<file path="config.mk">
export PLATFORM = sky130hd
export DESIGN_NAME = decoder_nto2n_seq
export DESIGN_NICKNAME = d
export VERILOG_FILES = /design/src/rtl/dec_pkg.sv /design/src/rtl/dec_prescaler.sv /design/src/rtl/decoder_nto2n_seq.sv
export SDC_FILE = /design/constraint.sdc
export NUM_CORES = 1
export LEC_CHECK = 0
export CORE_AREA = 2 2 39 41
export CTS_CLUSTER_SIZE = 25
export DETAILED_ROUTE_END_ITERATION = 8
export DIE_AREA = 0 0 41 43
export GPL_TIMING_DRIVEN = 0
export HOLD_SLACK_MARGIN = 0.05
export PLACE_DENSITY = 0.46
export SYNTH_ARGS = -nofsm -noshare
export SYNTH_HDL_FRONTEND = slang
export SYNTH_SLANG_ARGS = --single-unit
export TNS_END_PERCENT = 5
</file>
<file path="constraint.sdc">
create_clock -name clk -period 1.75 [get_ports clk]
set_input_delay 0.175 -clock clk [delete_from_list [all_inputs] [get_ports clk]]
set_output_delay 0.175 -clock clk [all_outputs]
set_load 0.005 [all_outputs]
</file>
<file path="src/rtl/dec_pkg.sv">
// rtl/dec_pkg.sv - shared state enum, one-hot and clog2 helpers for decoder_nto2n_seq
package dec_pkg;

  localparam int DEC_MAX_SEL_W = 8;
  localparam int DEC_MAX_OUT_W = 1 << DEC_MAX_SEL_W;

  typedef enum logic [1:0] {
    ST_IDLE,
    ST_HOLD,
    ST_PULSE,
    ST_SCAN
  } dec_state_e;

  // Callers size-cast the result down to their own OUT_W.
  function automatic logic [DEC_MAX_OUT_W-1:0] onehot(input int idx);
    return DEC_MAX_OUT_W'(1) << idx;
  endfunction

  function automatic int clog2(input int value);
    int r;
    r = 1;
    for (int i = 1; i < 31; i++) begin
      if ((1 << i) < value) r = i + 1;
    end
    return r;
  endfunction

endpackage

</file>
<file path="src/rtl/dec_prescaler.sv">
// rtl/dec_prescaler.sv - scan step prescaler: one-cycle tick every DIV cycles while active
module dec_prescaler
  import dec_pkg::*;
#(
  parameter int DIV = 1000
) (
  input  logic clk,
  input  logic reset_n,
  input  logic active,
  output logic tick
);

  localparam int CW = clog2(DIV);
  localparam logic [CW-1:0] LAST = CW'(DIV - 1);

  logic [CW-1:0] cnt_q;

  assign tick = active && (cnt_q == LAST);

  always_ff @(posedge clk or negedge reset_n) begin
    if (!reset_n) begin
      cnt_q <= '0;
    end else if (!active || tick) begin
      cnt_q <= '0;
    end else begin
      cnt_q <= cnt_q + 1'b1;
    end
  end

endmodule

</file>
<file path="src/rtl/decoder_nto2n_seq.sv">
// rtl/decoder_nto2n_seq.sv - registered N-to-2^N one-hot decoder (hold/pulse; scan when DEC_SCAN_EN)
module decoder_nto2n_seq
  import dec_pkg::*;
#(
  parameter int SEL_W     = 2,
  parameter int PULSE     = 0,
  parameter int PULSE_LEN = 4,
  parameter int SCAN_DIV  = 1000
) (
  input  logic                   clk,
  input  logic                   reset_n,
  input  logic                   en,
  input  logic                   clear,
  input  logic [SEL_W-1:0]       sel,
  input  logic                   sel_valid,
  output logic                   sel_ready,
  input  logic                   scan,
  output logic [(1<<SEL_W)-1:0]  dout,
  output logic                   dout_valid
);

  localparam int OUT_W = 1 << SEL_W;
  localparam int PC_W  = clog2(PULSE_LEN);
  localparam logic [PC_W-1:0] PC_LAST = PC_W'(PULSE_LEN - 1);

  dec_state_e       state_q, state_d;
  logic [PC_W-1:0]  pcnt_q, pcnt_d;
  logic [SEL_W-1:0] scan_idx_q, scan_idx_d;
  logic [OUT_W-1:0] dout_d;
  logic             scan_eff, scan_tick, accept;

`ifdef DEC_SCAN_EN
  logic scan_active;

  assign scan_eff    = scan;
  assign scan_active = (state_q == ST_SCAN);

  dec_prescaler #(.DIV(SCAN_DIV)) u_prescaler (
    .clk     (clk),
    .reset_n (reset_n),
    .active  (scan_active),
    .tick    (scan_tick)
  );

  always_ff @(posedge clk or negedge reset_n) begin
    if (!reset_n) scan_idx_q <= '0;
    else          scan_idx_q <= scan_idx_d;
  end
`else
  localparam int unused_scan_div = SCAN_DIV;
  logic scan_unused;

  assign scan_eff    = 1'b0;
  assign scan_tick   = 1'b0;
  assign scan_idx_q  = '0;
  assign scan_unused = ^{scan, scan_idx_d};
`endif

  // Reset gates ready combinationally so nothing is accepted while reset_n is low.
  assign sel_ready = reset_n & en & ~clear & ~scan_eff &
                     ((state_q == ST_IDLE) | (state_q == ST_HOLD));
  assign accept    = sel_valid & sel_ready;

  always_comb begin
    state_d    = state_q;
    pcnt_d     = pcnt_q;
    scan_idx_d = scan_idx_q;
    dout_d     = dout;
    if (!en || clear) begin
      state_d    = ST_IDLE;
      pcnt_d     = '0;
      scan_idx_d = '0;
      dout_d     = '0;
    end else if (scan_eff) begin
      state_d = ST_SCAN;
      pcnt_d  = '0;
      if (state_q != ST_SCAN) scan_idx_d = '0;
      else if (scan_tick)     scan_idx_d = scan_idx_q + 1'b1;
      dout_d = OUT_W'(onehot(int'(scan_idx_d)));
    end else if (state_q == ST_SCAN) begin
      state_d    = ST_IDLE;
      scan_idx_d = '0;
      dout_d     = '0;
    end else if (state_q == ST_PULSE) begin
      if (pcnt_q == PC_LAST) begin
        state_d = ST_IDLE;
        pcnt_d  = '0;
        dout_d  = '0;
      end else begin
        pcnt_d = pcnt_q + 1'b1;
      end
    end else if (accept) begin
      state_d = (PULSE != 0) ? ST_PULSE : ST_HOLD;
      pcnt_d  = '0;
      dout_d  = OUT_W'(onehot(int'(sel)));
    end
  end

  always_ff @(posedge clk or negedge reset_n) begin
    if (!reset_n) begin
      state_q    <= ST_IDLE;
      pcnt_q     <= '0;
      dout       <= '0;
      dout_valid <= 1'b0;
    end else begin
      state_q    <= state_d;
      pcnt_q     <= pcnt_d;
      dout       <= dout_d;
      dout_valid <= |dout_d;
    end
  end

endmodule

</file>
# ---- After elaboration in Yosys (flattened, before gate mapping)
# Index checks and enable logic that the tools add are counted.
dict set report totals {
  regBits 9
  in_bits 8
  out_inout_bits 6
  wordCells 41
}
dict set report op_classes {
  reduce_logical 8
  shifts 1
  n_eq_ne 6
  add_sub_neg 1
  n_mux 15
  n_bitwise 6
}
# cell n
set op_table {}
lappend op_table {{2-to-1 mux 2 bit} 10}
lappend op_table {{2-to-1 mux 4 bit} 5}
lappend op_table {{== test 2 bit (second input constant)} 3}
lappend op_table {{AND 1 bit} 4}
lappend op_table {{inequality test 4 x 3 -> 1 bit (second input constant)} 1}
lappend op_table {{AND reduction 2 bit} 2}
lappend op_table {{nonzero test 4 bit} 1}
lappend op_table {{OR reduction 4 bit} 1}
lappend op_table {{<< shifter 1 x 2 -> 4 bit (first input constant)} 1}
lappend op_table {{nonzero test 3 bit} 1}
lappend op_table {{adder 2 x 1 -> 2 bit (second input constant)} 1}
lappend op_table {{== test 2 x 1 -> 1 bit (second input constant)} 1}
lappend op_table {{zero test 2 bit} 1}
lappend op_table {{inequality test 2 bit (second input constant)} 1}
lappend op_table {{zero test 1 bit} 1}
lappend op_table {{logical OR 1 bit} 1}
lappend op_table {{NOT 1 bit} 1}
lappend op_table {{OR 1 bit} 1}

# ---- Depth between registers and ports, before layout
dict set report logic_depth {
  word_depth 9
  mapped_depth 3
  mapped_depth_nobuf 2
}

# ---- Worst setup path after synthesis
# OpenSTA, ideal clock, no wires.
dict set report synth_path {
  path_kind {register -> register}
  startpoint {reg dout[2]}
  endpoint {reg dout_valid}
  period_less_slack_ns 0.848
  setup_slack_ns 0.902
  setup_time_ns 0.128
  required_ns 1.622
  stages_incl_launch_ff 3
  arrival_ns 0.719
  n_path_buf 0
  path_cell_list {dfrtp_1 -> nor4_1 -> a21oi_1}
}
dict set report synth_via {
  elab_chain_cells 5
  elab_cells_between_ends 6
  classes_between {mux (5); reduce/logical (1)}
}
# item line_no
set synth_lines {}
lappend synth_lines {{start: declaration} decoder_nto2n_seq.sv:18} ;# output logic [(1<<SEL_W)-1:0] dout,
lappend synth_lines {{start signal: assignment} decoder_nto2n_seq.sv:108} ;# dout <= dout_d;
lappend synth_lines {{2-to-1 mux 4 bit (on tied branches)} {decoder_nto2n_seq.sv:92, decoder_nto2n_seq.sv:85}}
lappend synth_lines {{2-to-1 mux 4 bit (*)} decoder_nto2n_seq.sv:84} ;# end else if (state_q == ST_PULSE) begin
lappend synth_lines {{2-to-1 mux 4 bit (*)} decoder_nto2n_seq.sv:80} ;# end else if (state_q == ST_SCAN) begin
lappend synth_lines {{2-to-1 mux 4 bit (*)} decoder_nto2n_seq.sv:69} ;# if (!en || clear) begin
lappend synth_lines {{OR reduction 4 bit (*)} decoder_nto2n_seq.sv:109} ;# dout_valid <= |dout_d;
lappend synth_lines {{end signal: assignment} decoder_nto2n_seq.sv:109}
lappend synth_lines {{end: declaration} decoder_nto2n_seq.sv:19} ;# output logic dout_valid
# Mark *: on every way between the ends. The rest lies on a longest branch, timed or not.
# A chain may end at the register's enable or synchronous reset.

# ---- Final worst setup path
dict set report layout_path {
  startpoint {in clear}
  endpoint {out sel_ready}
}
dict set report layout_via {
  elab_chain_cells 3
}
# item line_no
set layout_lines {}
lappend layout_lines {{start: declaration} decoder_nto2n_seq.sv:13} ;# input logic clear,
lappend layout_lines {{NOT 1 bit} decoder_nto2n_seq.sv:60} ;# assign sel_ready = reset_n & en & ~clear & ~scan_eff &
lappend layout_lines {{AND 1 bit (2 in a row)} decoder_nto2n_seq.sv:60}
lappend layout_lines {{end: declaration} decoder_nto2n_seq.sv:16} ;# output logic sel_ready,
# Every way passes these cells.

==> flow_summary.toml <==
[run_status]
outcome = "complete, no violations"

[route]
post-route-drc-count = 0
detail-route-antenna-nets = 0
drt-total-wl_um = 542
drtPass1Iterations = 1
vias_per_cell = 3.96
wl_per_cell_um = 9.51
drtIter0Drc = 0
routed-via-count = 226

[pwr]
ir_worst_vdd_mv = 0.329
p_int_w = 0.000227
power.share.switching_pct = 20.7
p_comb_share_pct = 13.7
p_seq_share_pct = 41.5
p_total_w = 0.000287
clockPowerShare_pct = 44.7
p_leak_nw = 0.176
p_sw_w = 0.0000596
pwr_density_cell_nw_per_um2 = 667

[die]
coreArea_um2 = 1380
die_area_um2 = 1760
initial_utilization_pct = 19.2
fp-row-count = 14
io_pins = 14
chipHeight_um = 43
die_w_um = 41

[yosys]
ys_ff_latch = 5
async_reset_ff_share_pct = 100
synth_nets = 33
synth_area_um2 = 265
synthTopCellsByCount = "a21oi_1 (5), dfrtp_1 (5), a21bo_1 (4)"
synthTopCellsByArea = "dfrtp_1 (47%), a21bo_1 (15%), a21oi_1 (9.4%)"
syn_inst = 25
synth_seq_area_share_pct = 47.2
syn_area_per_cell_um2 = 10.6
netlist-cell-type-count = 13
yosysTopAreaCell = "dfrtp_1"
synth_edf_count = 0
synth_top_area_share_pct = 47.2
yosysWarnings = 0
synth_ff_type = "dfrtp_1"

[sta]
period_needed_ps = 1570
rsz0062_at_grt = "no"
finalHoldViolCount = 0
slew_viol_final = 0
relSlewSlack_pct = 85.5
worstMarginPinSlew_ps = 216
max_freq_mhz = 637
setup_violations = 0
timing.final.ws_setup_ps = 179
period_share_pct = 89.8
skew_ps = 0.149

[min_path]
holdPathStages = 3
hp-class = "in2reg"

[global_routing]
grt.overflow.total = 0
grt_antenna_before_repair = 0
track_usage_pct = 7.90
grt_pass1_vias = 217
grt_pass1_wl_um = 841
grt_max_degree = 11

[layout]
layout-drive-gt1-share_pct = 12.2
layout.nets = 50
diodes = 0
syn_to_final_growth_pct = 62.3

[setup_path]
reg2reg_slack_ps = 860
reg2reg_depth = 2
crit_type = "in2out"
setup.worst_path.start = "clear"
crit_fanout = 6
worstReg2RegEnd = "dout_valid$_DFF_PN0_"
arrival_ps = 1400
cp-start-kind = "input pin"
setup.worst_path.end = "sel_ready"
crit_required_ps = 1570
endpoint_kind = "primary output"
r2r-start = "dout[2]$_DFF_PN0_"

[clock_tree]
clk_path_buf_depth = 2
clkLatencyLatePin_ps = 240
postCtsSetupBuffers = 0
cts_tree = "built"
cts_made_buffers = 3
clock_sinks = 5
cts-root-buf = "clkbuf_4"
htreeDepth = 1
clkSlewWorstSetupHoldPaths_ps = 40

[place]
dp_hpwl_um = 429
place_ws_ps = -57.3
gp_congestion = 0.716
io_buffers = 11

[job]
max-cap-violations = 0
==> through the flow <==
stage,util [%],cell area (um2),setup TNS (ps),cells,hold WS [ps]
finish,31.1,430,0,57,264
global route,31.1,430,0,57,282
CTS,31.1,430,0,57,257
detailed placement,28.6,395,-57.3,52,428
global placement,28.6,395,-42.3,52,427
floorplan,-,265,0,25,-121
==> power groups by stage <==
stage | logic, W | registers (W) | clock network (W)
final | 0.0000395 | 0.000119 | 0.000128
after global routing | 0.0000431 | 0.000119 | 0.000143
after CTS | 0.0000402 | 0.000119 | 0.000137
after detailed placement | 0.0000389 | 0.000121 | 0
after global placement | 0.0000389 | 0.000121 | 0
after floorplan | 0.0000162 | 0.000121 | 0
==> cells by family (layout without fill, tap and decap cells) <==
logic type | count (synthesis) | count (layout) | share of synthesized area [%]
AOI/OAI and AO/OA | 9 | 9 | 24.5
buffers and inverters | 3 | 19 | 7.54
DFF | 5 | 5 | 47.2
and+or+nand+nor | 8 | 8 | 20.8
==> per-layer routing <==
metal / vias to the layer above / global-route usage (%) / part of all wire, %
li1: 124 / - / -
met1: 96 / 9.60 / 45
met2: 6 / 9.69 / 47
met3: 0 / 1.57 / 7.2
met4: 0 / 10.0 / 0
met5: - / 0 / 0
==> flip-flops by register name, indices dropped and copies added, names as in the netlist <==
name        cells
dout            4
dout_valid      1
==> critical path, stage by stage <==
cell	delay (ps)
clkdlybuf4s50_1	380
nand2b_1	210
nor2_1	120
clkdlybuf4s50_1	500
==> timing repair <==
action / 4_1_cts / 5_1_grt
hold buffers: 1 / 0
setup endpoints to repair: 1 / 0
endpoints found under the hold margin: 5 / 0
gates resized for setup: 1 / 0
==> placed cells by master, fill, tap and decap left out, drive strengths merged <==
cell and n:
nor4 1, nand2b 1, nand4b 2, nand4 1, buf 2, nor2 1, dlygate4sd2 1, a21oi 5
dfrtp 5, nand2 1, dlygate4sd3 1, clkbuf 4, a21bo 4, nand4bb 1, inv 1, clkdlybuf4s50 10
==> worst min path at each step <==
| stage | to | startpoint |
|---|---|---|
| floorplan | dout[0]$_DFF_PN0_ | reset_n |
| global placement | dout_valid$_DFF_PN0_ | reset_n |
| detailed placement | dout_valid$_DFF_PN0_ | reset_n |
| CTS | dout_valid$_DFF_PN0_ | sel_valid |
| global route | dout_valid$_DFF_PN0_ | sel_valid |
| finish | dout_valid$_DFF_PN0_ | sel_valid |
==> layout make-up <==
type / instances / area (um2)
fillers: 147 / 953
flip-flops and latches: 5 / 125
multi-input cells: 17 / 120
repair buffers: 12 / 119
clock buffers: 4 / 26.3
well taps: 16 / 20.0
plain buffers: 2 / 16.3
inverters: 1 / 3.75
(Power assumes the default switching activity.)
